**config.mk**
```make
export PLATFORM = sky130hd
export DESIGN_NAME = corescore_emitter_uart
export DESIGN_NICKNAME = d
export VERILOG_FILES = /design/src/rtl/uart_pkg.sv /design/src/rtl/uart_baud_counter.sv /design/src/rtl/corescore_emitter_uart.sv
export SDC_FILE = /design/constraint.sdc
export NUM_CORES = 1
export LEC_CHECK = 0
export BUFFER_PORTS_ARGS = -buffer_cell sky130_fd_sc_hd__buf_4
export CAP_MARGIN = 20
export CELL_PAD_IN_SITES_DETAIL_PLACEMENT = 0
export CELL_PAD_IN_SITES_GLOBAL_PLACEMENT = 2
export CORE_ASPECT_RATIO = 1.2
export CORE_MARGIN = 4
export CORE_UTILIZATION = 39
export CTS_CLUSTER_SIZE = 16
export DETAILED_ROUTE_END_ITERATION = 8
export HOLD_SLACK_MARGIN = 0.03
export PLACE_DENSITY = 0.91
export SLEW_MARGIN = 40
export SYNTH_ARGS = -nofsm -noshare
export SYNTH_HDL_FRONTEND = slang
export SYNTH_SLANG_ARGS = --single-unit
export TNS_END_PERCENT = 100
```
**constraint.sdc**
```tcl
create_clock -name i_clk -period 3.4 [get_ports i_clk]
set_input_delay 0.51 -clock i_clk [delete_from_list [all_inputs] [get_ports i_clk]]
set_output_delay 0.51 -clock i_clk [all_outputs]
set_load 0.01 [all_outputs]
```
**src/rtl/uart_pkg.sv**
```systemverilog
// Shared types and elaboration helpers for the 8N1 UART transmitter.
package uart_pkg;

    typedef enum logic [1:0] {
        IDLE,
        START,
        DATA,
        STOP
    } uart_state_e;

    function automatic int unsigned calc_div(input int unsigned clk_hz, input int unsigned baud);
        return clk_hz / baud;
    endfunction

    // Bits needed to hold div-1; never less than one.
    function automatic int unsigned cnt_width(input int unsigned div);
        return (div <= 2) ? 1 : $clog2(div);
    endfunction

endpackage

```
**src/rtl/uart_baud_counter.sv**
```systemverilog
// Reloadable bit-period down-counter; o_tick marks the last cycle of a symbol.
module uart_baud_counter
    import uart_pkg::*;
#(
    parameter int unsigned DIV = 2,
    parameter int unsigned CW  = 1
) (
    input  logic i_clk,
    input  logic i_rst,
    input  logic i_load,
    output logic o_tick
);

    localparam logic [CW-1:0] RELOAD = CW'(DIV - 1);

    logic [CW-1:0] r_cnt;

    // Parks at zero instead of wrapping, so an idle counter never ticks spuriously into a frame.
    always_ff @(posedge i_clk) begin
        if (i_rst) begin
            r_cnt <= '0;
        end else if (i_load) begin
            r_cnt <= RELOAD;
        end else if (r_cnt != '0) begin
            r_cnt <= r_cnt - CW'(1);
        end
    end

    assign o_tick = (r_cnt == '0);

endmodule

```
**src/rtl/corescore_emitter_uart.sv**
```systemverilog
// Byte-wide 8N1 UART transmitter with a valid/ready handshake and registered serial output.
module corescore_emitter_uart
    import uart_pkg::*;
#(
    parameter int unsigned clk_freq_hz = 100000000,
    parameter int unsigned baud_rate   = 1000000
) (
    input  logic       i_clk,
    input  logic       i_rst,
    input  logic [7:0] i_data,
    input  logic       i_valid,
    output logic       o_ready,
    output logic       o_uart_tx
);

    localparam int unsigned DIV = calc_div(clk_freq_hz, baud_rate);
    localparam int unsigned CW  = cnt_width(DIV);

    if (DIV < 2) begin : g_div_check
        $error("corescore_emitter_uart: clk_freq_hz / baud_rate must be at least 2");
    end

    uart_state_e r_state;
    uart_state_e w_state_next;
    logic [7:0]  r_shift;
    logic [2:0]  r_bit_idx;
    logic        r_tx;
    logic        w_tick;
    logic        w_load;

    uart_baud_counter #(
        .DIV (DIV),
        .CW  (CW)
    ) u_baud (
        .i_clk  (i_clk),
        .i_rst  (i_rst),
        .i_load (w_load),
        .o_tick (w_tick)
    );

    // NOTE: next-state and reload get defaults first so no path can infer a latch.
    always_comb begin
        w_state_next = r_state;
        w_load       = 1'b0;
        case (r_state)
            IDLE: begin
                if (i_valid) begin
                    w_state_next = START;
                    w_load       = 1'b1;
                end
            end
            START: begin
                if (w_tick) begin
                    w_state_next = DATA;
                    w_load       = 1'b1;
                end
            end
            DATA: begin
                if (w_tick) begin
                    w_load = 1'b1;
                    if (r_bit_idx == 3'd7) begin
                        w_state_next = STOP;
                    end
                end
            end
            STOP: begin
                if (w_tick) begin
                    w_state_next = IDLE;
                end
            end
            default: w_state_next = IDLE;
        endcase
    end

    // The line level for each symbol is registered on the edge that starts it.
    always_ff @(posedge i_clk) begin
        if (i_rst) begin
            r_state   <= IDLE;
            r_tx      <= 1'b1;
            r_bit_idx <= 3'd0;
            r_shift   <= 8'd0;
        end else begin
            r_state <= w_state_next;
            case (r_state)
                IDLE: begin
                    if (i_valid) begin
                        r_shift   <= i_data;
                        r_tx      <= 1'b0;
                        r_bit_idx <= 3'd0;
                    end
                end
                START: begin
                    if (w_tick) begin
                        r_tx    <= r_shift[0];
                        r_shift <= r_shift >> 1;
                    end
                end
                DATA: begin
                    if (w_tick) begin
                        if (r_bit_idx == 3'd7) begin
                            r_tx      <= 1'b1;
                            r_bit_idx <= 3'd0;
                        end else begin
                            r_tx      <= r_shift[0];
                            r_shift   <= r_shift >> 1;
                            r_bit_idx <= r_bit_idx + 3'd1;
                        end
                    end
                end
                STOP: begin
                    r_tx <= 1'b1;
                end
                default: r_tx <= 1'b1;
            endcase
        end
    end

    assign o_ready   = (r_state == IDLE);
    assign o_uart_tx = r_tx;

endmodule

```
==> impl.org, run 1 <==
** Run status
- Result of the run :: finished, final reports clean

** STA
- Final-report max-slew violation count :: 0
- For the pin with the worst max-slew slack, the measured transition is just under 600 ps.
- Setup violations remaining at the end of the flow were counted as 0.
- The tightest hold path in the finished design has a slack of 464 ps.
- Setup repair after global routing missed its margin :: false
- The worst pin sits at a relative slew slack of 0.601.
- The number of hold violations in the final report was 0.
- Fmax :: 0.484 GHz
- The worst path meets setup with roughly 1300 ps of slack.
- In the finished design, the share of the clock period the worst path needs comes to 0.608.
- Min cycle time layout :: just over 2000 ps
- Across the routed clock network, the largest skew measured is about 6.7 ps.
- Sum Neg Setup Slack :: 0 ps

** Floorplan
- From left edge to right edge, the die measures 60.8 um.
- Area of the core region :: 0.00314 sq mm
- 13 I/O pins were placed.
- For this configuration, the core starts out at a cell density of 0.416.
- In this run the core area contains 22 standard-cell rows.
- The floorplan step set the die height to slightly above 70 um.
- Overall die area :: 0.00434 sq mm

** Clock network
- The tree is rooted in a clkbuf_4.
- Number of buffers created by CTS :: 3
- CTS tree :: done
- Clock latency on the worst-skew pair, taken at its later pin, is 310 ps.
- Post-CTS repair changed the size of 0 cells.
- The clock drives 21 sinks.
- In this run the post-CTS setup repair buffer count came out at 0.
- In this run the deepest clock path goes through 2 buffers.
- Clock-pin slew was measured on the worst setup and hold paths at 130 ps.
- The number of hold buffers added after CTS was 0.
- In this run the number of H-tree levels came out at 1.

** Synth
- Most common flop cell mapped by yosys :: dfxtp_1
- Top cells by area, synth :: dfxtp_1 (32%), ha_1 (11%), a211oi_1 (8.6%)
- Synthesis produced between 100 and 150 cells.
- Yosys printed 0 warnings.
- Synth area leader :: dfxtp_1
- Yosys reg bits :: 21
- After synthesis, the mean cell area works out to 9.26 sq um.
- Post-synth cell types :: 43
- The share of synthesized area in the top cell type comes to 0.322.
- Sorting the synthesized cells by how often they occur yields dfxtp_1 (21), a211oi_1 (15), ha_1 (11), inv_1 (11).
- After synthesis, the share of flip-flops with an asynchronous set or reset is 0.
- The synthesized design contains 0 enable-type register cells.
- The mapped netlist covers roughly 0.0013 sq mm.
- Synthesis produced a netlist with a net count of 163.
- In the post-synthesis netlist, the cell with the most instances is dfxtp_1.
- The share of the Yosys chip area taken by registers is 0.322.

** Routing
- The first routing iteration left 36 violations.
- After detailed routing, the number of remaining DRC violations is 0.
- Via count :: about 1000
- Wire length per cell :: 14.4 um
- The first detailed-routing pass took 4 iterations.
- Wire length after detailed routing :: 2700 um
- Count of nets left with antenna violations after detail routing :: 0
- In the routed layout, each cell is associated on average with a via count of 5.56.

** Global routing
- Vias in the first global route :: 1083
- Pin count of the biggest net entering global routing :: 22
- Number of antenna violations at the first check in global routing :: 0
- Overall global routing resource usage :: 0.144
- Grt ovf :: 0
- The first global-routing pass estimated 4890 um of wire.

** Worst setup path
- Peak per-stage delay on the critical path :: 410 ps
- Critical Setup Path Class :: flip-flop to flip-flop
- Endpoint of the worst-slack reg-to-reg timing path :: r_shift[5]
- Required time at the worst-slack endpoint :: 3630 ps
- The number of cells on the worst reg-to-reg path is 6.
- Minimum setup slack among reg-to-reg paths :: ~1300 ps
- For the worst setup path, the data arrival time is 2290 ps.
- Maximum fanout encountered on the critical timing path :: 10
- The worst setup path is launched from a flip-flop.
- The worst register-to-register path begins at r_state[0].
- Endpoint type of the worst setup path :: flip-flop
- Critical-path cell with the highest stage delay :: dfxtp_1
- Cells along the critical path :: inv_1 -> ha_1 -> nor3b_1 -> a21oi_2 -> a21o_1 -> a211oi_1

** Run
- The tool flagged a number of max-cap violations equal to 0.

** Worst hold path
- For hold timing, the worst endpoint is r_shift[6].
- Counting instances, the worst hold path has a depth of 2.
- The min-delay analysis places its worst path in the category flip-flop to flip-flop.
- Startpoint of the worst hold path :: r_shift[6]

** Power
- Worst VDD drop :: between 0.4 and 0.5 mV
- Leak :: 0.604 nW
- The design draws about 1.4 mW.
- Power per cell area :: 978 mW/mm^2

** Place
- Once placement completed, the tool counted placed cells totaling 183.
- Routability-driven placement finished with a final weighted congestion of 0.867.
- Dpl ws :: 1380 ps
- In this run the tool buffered the top-level ports with 12 buffer cells.
- Detailed placement finished with a half-perimeter wire length of 2040 um.
- After detailed placement, the total cell area comes to 0.00141 sq mm.

** Layout
- Combined area of the multi-input logic cells :: 815 sq um
- After the last flow step, the layout net total stands at 174.
- The repair_antennas step left the layout with diodes totalling 0.
- In the final layout, flip-flops and latches occupy 420 sq um.
- Final cell count without fillers :: between 150 and 200
- Once layout is done, the placed cells without fillers occupy 0.00144 sq mm.
- Fill cells in the final layout number 334.
- Once layout is complete, the utilization of the core stands at 0.459.
- In the final layout, the share of cells above drive strength 1 is 0.219.
- From synthesis to final layout, the design area changed by 10.2%.
==> cell type report <==
type                       instances  share of cell area
multi-input combinational        103               0.566
tap                               36              0.0313
clock inverter                     1             0.00348
timing repair buffer              12              0.0626
clock buffer                       3              0.0157
sequential                        21               0.292
inverter                          11              0.0287
==> worst max path at each step <==
stage | start | end | slack [ps] | cells past startpoint
final | r_state[0] | r_shift[5] | 1330 | 6
after detailed placement | r_state[0] | r_shift[5] | 1380 | 6
after global placement | u_baud.r_cnt[0] | u_baud.r_cnt[5] | 1430 | 6
after global routing | r_state[0] | r_shift[6] | 1130 | 6
after floorplan | u_baud.r_cnt[0] | u_baud.r_cnt[5] | 1470 | 7
after CTS | r_state[0] | r_shift[5] | 1340 | 6
==> cell usage in the layout, fill, tap and decap left out, types with 3 or more instances in the layout <==
| cell | instances |
|---|---|
| inv_1 | 11 |
| nand2b_1 | 4 |
| buf_4 | 12 |
| nand2_1 | 5 |
| nor2_1 | 8 |
| clkbuf_4 | 3 |
| a21oi_1 | 8 |
| ha_1 | 11 |
| nor2b_1 | 3 |
| o21ai_0 | 3 |
| a211oi_1 | 15 |
| dfxtp_1 | 21 |
| mux2_2 | 8 |
| a21o_1 | 3 |
==> power by group <==
group | internal [mW] | switching [mW]
logic | 0.384 | 0.493
clock network | 0.0439 | 0.0798
registers | 0.337 | 0.0697
total | 0.764 | 0.642
==> state kept, by name, indices dropped and copies added (netlist names) <==
register / count
r_state: 2
r_shift: 8
u_baud.r_cnt: 7
o_uart_tx: 1
r_bit_idx: 3
==> cell families after synthesis <==
family	Yosys count	synth area share
compound gates	44	0.248
mux	9	0.0766
flops	21	0.322
buf+inv	17	0.0546
simple gates	36	0.173
fa+ha+maj	11	0.105
xor+xnor	3	0.0201
==> metal layers <==
metal | wire length [um] | GRT usage | vias to the layer above
met2 | 1300 | 0.220 | 15
met1 | 1290 | 0.204 | 480
met5 | 0 | 0 | -
met3 | 74 | 0.0216 | 4
met4 | 40 | 0.0506 | 0
li1 | - | - | 541
==> worst max-delay path: cells and delay by family (launching register included) <==
kind / cells / cell delay [ps]
adder cells (fa/ha/maj): 1 / 310
AND/OR/NAND/NOR: 1 / 370
flip-flops: 1 / 410
AO/OA/AOI/OAI: 3 / 780
buffers and inverters: 1 / 110
(Power assumes the default switching activity.)
==> run 2: changes to the inputs <==
--- a/config.mk
+++ b/config.mk
@@ -5,17 +5,18 @@
 export SDC_FILE = /design/constraint.sdc
 export NUM_CORES = 1
 export LEC_CHECK = 0
+export ABC_AREA = 1
 export BUFFER_PORTS_ARGS = -buffer_cell sky130_fd_sc_hd__buf_4
 export CAP_MARGIN = 20
 export CELL_PAD_IN_SITES_DETAIL_PLACEMENT = 0
 export CELL_PAD_IN_SITES_GLOBAL_PLACEMENT = 2
 export CORE_ASPECT_RATIO = 1.2
 export CORE_MARGIN = 4
-export CORE_UTILIZATION = 39
+export CORE_UTILIZATION = 29
 export CTS_CLUSTER_SIZE = 16
 export DETAILED_ROUTE_END_ITERATION = 8
 export HOLD_SLACK_MARGIN = 0.03
-export PLACE_DENSITY = 0.91
+export PLACE_DENSITY = 0.81
 export SLEW_MARGIN = 40
 export SYNTH_ARGS = -nofsm -noshare
 export SYNTH_HDL_FRONTEND = slang
==> constraint.sdc (replaced) <==
create_clock -name i_clk -period 1.7 [get_ports i_clk]
set_input_delay 0.255 -clock i_clk [delete_from_list [all_inputs] [get_ports i_clk]]
set_output_delay 0.255 -clock i_clk [all_outputs]
set_load 0.01 [all_outputs]
==> impl.org, run 2 <==
** Worst setup path
- Reg2Reg Depth :: 9 (was 6)
- The endpoint arrival time on the critical path was 1790 ps (was 2290 ps).
- The critical path's slowest cell is dfxtp_1 (unchanged).
- The largest fanout of any net on the critical path was 8 (was 10).
- Cells along the critical path :: inv_1 -> ha_1 -> inv_1 -> nor2_1 -> nand3_2 -> buf_4 -> buf_4 -> xor2_1 -> a21oi_1 (was inv_1 -> ha_1 -> nor3b_1 -> a21oi_2 -> a21o_1 -> a211oi_1)
- Endpoint type of the worst setup path :: flip-flop (unchanged)
- Startpoint type of the worst setup path :: flip-flop (unchanged)
- The kind of cell with the highest combined delay on the critical path was buffers and inverters (was compound AO/OA/AOI/OAI gates).
- The peak per-stage delay on the critical path was 340 ps (was 410 ps).
- CP Depth :: 9 (was 6)
- Critical Setup Path Class :: flip-flop to flip-flop (unchanged)
- The worst path required time came to 1900 ps (was 3630 ps).
- Buffers & Inverters on Critical Path :: 4 (was 1)

** Synth
- The post-synth net total came to 194 (was 163).
- The cell type with the largest total area after synthesis is dfxtp_1 (unchanged).
- Share of flip-flops with an asynchronous set or reset :: 0 (unchanged)
- Top-count cell post-synth :: nand2_1 (was dfxtp_1)
- The mean instance size in the synthesized netlist came to 7.11 sq um (was 9.26 sq um).
- The most used flip-flop cell after synthesis is dfxtp_1 (unchanged).
- The Yosys warning count is 0 (unchanged).
- Netlist Area Pre-Place :: 0.00122 sq mm (was 0.00131 sq mm)
- Number of instances in the synthesized netlist :: 172 (was 141)
- The share of the synthesized area in the top cell type is 0.344 (was 0.322).
- The register bit count reported by yosys is 21 (unchanged).
- Synth cell count leaders :: nand2_1 (47), dfxtp_1 (21), a21oi_1 (20) (was dfxtp_1 (21), a211oi_1 (15), ha_1 (11), inv_1 (11))
- The number of distinct library cells after synthesis was 21 (was 43).
- Share of the yosys chip area belonging to registers :: 0.344 (was 0.322)
- The count of flip-flops with a built-in enable after synthesis came to 0 (unchanged).
- Top cells by area, synth: dfxtp_1 (34%), nand2_1 (14%), ha_1 (11%) (was dfxtp_1 (32%), ha_1 (11%), a211oi_1 (8.6%)).

** Global routing
- The global-route usage over all layers was 0.116 (was 0.144).
- The largest net degree at the start of global routing is 17 (was 22).
- Vias in the first global route :: 1053 (was 1083)
- The initial antenna violation count came to 0 (unchanged).
- Global-route wire length before repair :: 4740 um (was 4890 um)
- Grt ovf :: 0 (unchanged)

** Floorplan
- The area of the die is 0.00532 sq mm (was 0.00434 sq mm).
- The total core area is 0.00400 sq mm (was 0.00314 sq mm).
- The chip width was 67.3 um (was 60.8 um).
- The number of placement rows was 25 (was 22).
- The total I/O pin count came to 13 (unchanged).
- The initial standard-cell utilization of the core came to 0.305 (was 0.416).
- Height of the die :: 79.1 um (was 71.4 um)

** STA
- The slew at the pin closest to its max-slew limit is 279 ps (was 595 ps).
- Final hold violation count :: 0 (unchanged)
- The setup total negative slack came to 0 ps (unchanged).
- Min cycle time layout :: 1590 ps (was 2070 ps)
- Setup repair after global routing missed its margin: true (was false).
- The ratio of final minimum period to clock period was 0.935 (was 0.608).
- Final-report max-slew violation count :: 0 (unchanged)
- The relative slew slack was 0.814 (was 0.601).
- The setup violation total in the final timing report is 0 (unchanged).
- Fmax :: 0.629 GHz (was 0.484 GHz)
- The largest clock skew in the final design was 1.80 ps (was 6.69 ps).
- The final setup slack of the worst path was 111 ps (was 1330 ps).

** Place
- Placer's final routability congestion estimate :: 0.833 (was 0.867)
- Count of port buffers added during placement :: 12 (unchanged)
- Dpl ws :: 82.2 ps (was 1380 ps)
- Half-perimeter wire length after placement :: 2190 um (was 2040 um)
- The instance area after placement came to 0.00140 sq mm (was 0.00141 sq mm).

** Clock network
- The post-CTS clock slew at the launch and capture registers of the worst setup and hold paths is 80 ps (was 130 ps).
- Number of buffers created by CTS :: 3 (unchanged)
- The clock sink count is 21 (unchanged).
- The insertion delay of the later-clocked pin in the worst-skew pair was 270 ps (was 310 ps).
- The buffer depth of the longest clock path was 2 (unchanged).
- The H-tree depth is 1 (unchanged).
- Root buffer selected by CTS :: clkbuf_8 (was clkbuf_4)
- CTS tree :: done (unchanged)

** Routing
- Via density :: 4.50 (was 5.56)
- Via count :: 1103 (was 1040)
- The average wire per cell in the routed design was 11.3 um (was 14.4 um).
- First DRT Iteration DRCs :: 21 (was 36)
- Count of nets left with antenna violations after detail routing :: 0 (unchanged)
- Count of unresolved DRC violations after routing :: 0 (unchanged)
- The sum of routed wire length over all layers was 2760 um (was 2700 um).
- The number of optimization iterations in the first detailed-route pass came to 4 (unchanged).

** Layout
- The area of all placed cells without fillers is 0.00147 sq mm (was 0.00144 sq mm).
- The layout overhead on the synthesized area was 20.4% (was 10.2%).
- Most frequent cells in the layout :: nand2_1 (47), a21oi_1 (20), buf_4 (20), dfxtp_1 (20) (was dfxtp_1 (21), a211oi_1 (15), buf_4 (12))
- The number of inserted diodes came to 0 (unchanged).
- Most common library cell in the layout ignoring fill and taps :: nand2_1 (was dfxtp_1)
- Area of all sequential standard cells :: 422 sq um (was 420 sq um)
- The final cell utilization of the core was 0.368 (was 0.459).
- Fill cell instance count of the final layout :: 463 (was 334)
- The number of flip-flops under the largest register name came to 8 (unchanged).
- Largest registers :: r_shift x8, u_baud.r_cnt x7, r_bit_idx x3 (unchanged)
- The area taken by multi-input logic gates is 726 sq um (was 815 sq um).
- The net count reported at finish is 214 (was 174).
- Fraction of layout instances using a drive strength above 1 :: 0.183 (was 0.219)
- Register with the most flip-flops :: r_shift (unchanged)

** Worst hold path
- Worst hold stages :: 3 (was 2)
- HP Class :: input port to flip-flop (was flip-flop to flip-flop)

** Run status
- Result of the run: finished, final reports clean (unchanged).

** Power
- Total power :: 2.64 mW (was 1.41 mW)
- The leakage component of the power is 0.698 nW (was 0.604 nW).
- Power per cell area :: 1800 mW/mm^2 (was 978 mW/mm^2)
- The maximum vdd ir drop is 0.470 mV (was 0.451 mV).

** Run
- Max Cap Violations :: 0 (unchanged)
==> run 2: cell types whose count changed in the layout (fill, tap and decap cells not counted), sizes merged, moves of 4 or more <==
cell    change
nand2      +41
a211oi     -16
nand3      +15
a21oi      +14
nor2       +10
buf         +8
mux2        -8
inv         +5
nand2b      -4
==> run 2: final timing paths <==
| path | endpoint | startpoint | slack (ps) |
|---|---|---|---|
| setup / recovery | u_baud.r_cnt[0] | u_baud.r_cnt[1] | 110 |
| setup reg to reg | u_baud.r_cnt[0] | u_baud.r_cnt[1] | 110 |
| hold / removal | r_shift[7] | i_data[7] | 230 |
| hold reg to reg | r_shift[0] | r_shift[0] | 470 |
==> run 2: timing repair <==
action | CTS | global route
hold buffers | 0 | 0
setup buffers | 0 | 1
setup endpoints to repair | 0 | 12
gates resized for setup | 0 | 6
==> run 2: cell families after synthesis <==
logic type / share of synthesized area
flops: 0.344
simple gates: 0.302
fa+ha+maj: 0.113
compound gates: 0.136
buf+inv: 0.0768
xor+xnor: 0.0287
==> run 2: area by class of cell <==
cell class              instances  area share
clock buffers                   3      0.0281
inverters                      16      0.0408
clock inverters                 1     0.00340
repair buffers                 20       0.102
flip-flops and latches         21       0.287
multi-input cells             130       0.493
well taps                      54      0.0459
==> run 2: through the flow <==
step | cells | hold slack (ps)
3_5_place_dp | 240 | 460
4_1_cts | 244 | 218
2_1_floorplan | 172 | 400
5_1_grt | 245 | 235
6_report | 245 | 229
3_3_place_gp | 240 | 453
==> run 2: metal layers <==
metal	share of wire	GRT usage
met4	0.018	0.0487
met2	0.51	0.205
met5	0	0
met1	0.44	0.137
met3	0.031	0.0170
==> run 2: report_power, final <==
part           switching (mW)  total [mW]  leakage (nW)  internal [mW]
logic                   0.898        1.52         0.499          0.622
registers               0.106       0.776         0.173          0.669
clock network           0.182       0.346        0.0255          0.164
total                    1.19        2.64         0.698           1.46
==> run 2: worst min-delay path: cells and delay by family <==
kind	cells	cell delay (ps)
buffers and inverters	1	80
AND/OR/NAND/NOR	1	80
AO/OA/AOI/OAI	1	50
==> run 3: changes to the inputs <==
--- a/config.mk
+++ b/config.mk
@@ -12,11 +12,11 @@
 export CELL_PAD_IN_SITES_GLOBAL_PLACEMENT = 2
 export CORE_ASPECT_RATIO = 1.2
 export CORE_MARGIN = 4
-export CORE_UTILIZATION = 29
+export CORE_UTILIZATION = 32
 export CTS_CLUSTER_SIZE = 16
 export DETAILED_ROUTE_END_ITERATION = 8
 export HOLD_SLACK_MARGIN = 0.03
-export PLACE_DENSITY = 0.81
+export PLACE_DENSITY = 0.85
 export SLEW_MARGIN = 40
 export SYNTH_ARGS = -nofsm -noshare
 export SYNTH_HDL_FRONTEND = slang
==> constraint.sdc (replaced) <==
create_clock -name i_clk -period 1.8 [get_ports i_clk]
set_input_delay 0.27 -clock i_clk [delete_from_list [all_inputs] [get_ports i_clk]]
set_output_delay 0.27 -clock i_clk [all_outputs]
set_load 0.01 [all_outputs]
==> impl.org, run 3 (synthesized netlist as in run 2, its figures left out) <==
** Run status
- Result of the run :: finished, final reports clean (unchanged)

** Place
- Half-perimeter wire length after placement :: 2050 um (was 2190 um)
- The port buffer count came to 12 (unchanged).
- The worst setup slack before clock tree synthesis is 61.5 ps (was 82.2 ps).
- The routability congestion estimate came to 0.883 (was 0.833).

** Routing
- The top metal layer carrying routed signals was met4 (unchanged).
- Wire length after detailed routing :: 2600 um (was 2760 um)
- Detailed-route wire length on metal 1 :: 1160 um (was 1210 um)
- The DRC violations left was 0 (unchanged).
- The total met2 wirelength after detailed routing came to 1340 um (was 1420 um).
- Via count :: 1087 (was 1103)
- The wire length on met3 was 74 um (was 86 um).
- The number of optimization iterations in the first detailed-route pass came to 4 (unchanged).
- The number of design-rule violations left by the first detailed-router iteration came to 19 (was 21).
- Count of nets left with antenna violations after detail routing :: 0 (unchanged)
- Via density :: 4.53 (was 4.50)
- The average wire per cell in the routed design is 10.8 um (was 11.3 um).

** Power
- The part of the power in combinational logic came to 0.563 (was 0.576).
- The leakage component of the power was 0.683 nW (was 0.698 nW).
- Clk pwr share :: 0.131 (about the same)
- The total power was 2.42 mW (was 2.64 mW).
- The maximum vdd ir drop came to 0.602 mV (was 0.470 mV).
- Sequential power share :: 0.306 (was 0.294)
- The power spent charging and discharging nets came to 1.08 mW (was 1.19 mW).
- The net switching fraction of the power is 0.448 (was 0.449).
- Internal power of the cells :: 1.34 mW (was 1.46 mW)
- The power density over cell area came to 1670 mW/mm^2 (was 1800 mW/mm^2).

** Layout
- Layout net count :: 211 (was 214)
- Most common library cell in the layout ignoring fill and taps :: nand2_1 (unchanged)
- Most frequent cells in the layout: nand2_1 (47), a21oi_1 (20), dfxtp_1 (20) (was nand2_1 (47), a21oi_1 (20), buf_4 (20), dfxtp_1 (20)).
- Register with the most flip-flops :: r_shift (unchanged)
- Max reg flops :: 8 (unchanged)
- The layout cell share with drive strength beyond 1 came to 0.176 (was 0.183).
- The final cell utilization of the core was 0.395 (was 0.368).
- Largest registers :: r_shift x8, u_baud.r_cnt x7, r_bit_idx x3 (unchanged)
- Area growth from synthesis to layout :: 18.5% (was 20.4%)
- Antenna cells :: 0 (unchanged)

** STA
- Setup repair after global routing missed its margin :: false (was true)
- Worst Slack Setup Final :: 205 ps (was 111 ps)
- Worst slew margin relative to its limit :: 0.811 (was 0.814)
- The slew at the pin closest to its max-slew limit was 283 ps (was 279 ps).
- The number of hold violations in the final report is 0 (unchanged).
- Min cycle time layout :: 1600 ps (was 1590 ps)
- Final-report max-slew violation count :: 0 (unchanged)
- The setup violation total in the final timing report was 0 (unchanged).
- The maximum clock frequency is 0.627 GHz (was 0.629 GHz).
- Sum Neg Setup Slack :: 0 ps (unchanged)
- The ratio of final minimum period to clock period came to 0.886 (was 0.935).
- Largest clock skew in the final design :: 8.76 ps (was 1.80 ps)

** Floorplan
- Number of placement rows :: 24 (was 25)
- The vertical die dimension is 75.7 um (was 79.1 um).
- Area of the core region :: 0.00366 sq mm (was 0.00400 sq mm)
- The chip width is 64.4 um (was 67.3 um).
- The initial standard-cell utilization of the core was 0.334 (was 0.305).
- The area of the die is 0.00488 sq mm (was 0.00532 sq mm).
- The total I/O pin count came to 13 (unchanged).

** Clock network
- The post-CTS clock slew at the launch and capture registers of the worst setup and hold paths was 90 ps (was 80 ps).
- Root buffer selected by CTS :: clkbuf_8 (unchanged)
- Count of hold buffers inserted by post-cts repair :: 0 (unchanged)
- The TritonCTS clock tree is done (unchanged).
- Number of buffers created by CTS :: 3 (unchanged)
- CTS Buffer Depth :: 2 (unchanged)
- The insertion delay of the later-clocked pin in the worst-skew pair was 260 ps (was 270 ps).
- The H-tree depth came to 1 (unchanged).
- The clock sink count came to 21 (unchanged).

** Worst setup path
- The worst path required time is 1970 ps (was 1900 ps).
- Startpoint type of the worst setup path :: flip-flop (unchanged)
- The endpoint arrival time on the critical path came to 1760 ps (was 1790 ps).
- The worst setup path category is flip-flop to flip-flop (unchanged).
- Maximum fanout encountered on the critical timing path :: 9 (was 8)
- Endpoint type of the worst setup path :: flip-flop (unchanged)

** Global routing
- The wire length of the first global-routing pass was 4620 um (was 4740 um).
- Grt ovf :: 0 (unchanged)
- Overall global routing resource usage :: 0.122 (was 0.116)
- The largest net degree at the start of global routing is 17 (unchanged).
- Number of antenna violations at the first check in global routing :: 0 (unchanged)
- Vias in the first global route :: 1119 (was 1053)

** Run
- Max Cap Violations :: 0 (unchanged)

** Worst hold path
- The path class of the lowest-slack min-delay path was input port to flip-flop (unchanged).
-- run 3: critical path, stage by stage (launching register included) --
cell and delay (ps):
dfxtp_2 380, inv_1 80, ha_1 270, or2_1 290
nand2_1 130, nand3_4 140, a21oi_1 160, nor2_1 50
-- run 3: routing by layer --
metal  GRT usage  up-vias
met5           0        -
met4      0.0587        0
met3      0.0192        2
met2       0.228       16
met1       0.135      487
li1            -      582
-- run 3: timing repair --
item / in CTS / in global routing
setup endpoints to repair: 0 / 17
buffers inserted: 0 / 0
gates resized for setup: 0 / 5
endpoints found under the hold margin: 0 / 0
-- run 3: cell type report --
class / count / area (sq um)
clock buffer: 3 / 41.3
clock inverter: 1 / 5.00
fill: 414 / 2210
inverter: 16 / 60.1
multi-input combinational: 130 / 728
sequential: 21 / 422
tap: 52 / 65.1
timing repair buffer: 17 / 128
-- run 3: power groups by stage --
stage	Combinational (mW)	Sequential (mW)	Clock, mW
global route	1.59	0.767	0.347
detailed placement	1.34	0.748	0
global placement	1.33	0.741	0
CTS	1.35	0.737	0.333
floorplan	1.04	0.726	0
finish	1.36	0.741	0.316
-- run 3: through the flow --
stage               cell area [sq um]  hold WS (ps)  cells
global placement                 1380           456    236
global route                     1450           257    240
finish                           1450           247    240
detailed placement               1380           461    236
CTS                              1430           248    240
floorplan                        1220           415    172
-- run 3: final timing paths --
kind	startpoint	cells past startpoint	slack, ps	to
setup / recovery	r_state[0]	7	200	r_shift[7]
hold / removal	i_data[7]	3	250	r_shift[7]
setup reg to reg	r_state[0]	7	200	r_shift[7]
hold reg to reg	r_shift[3]	2	470	r_shift[3]
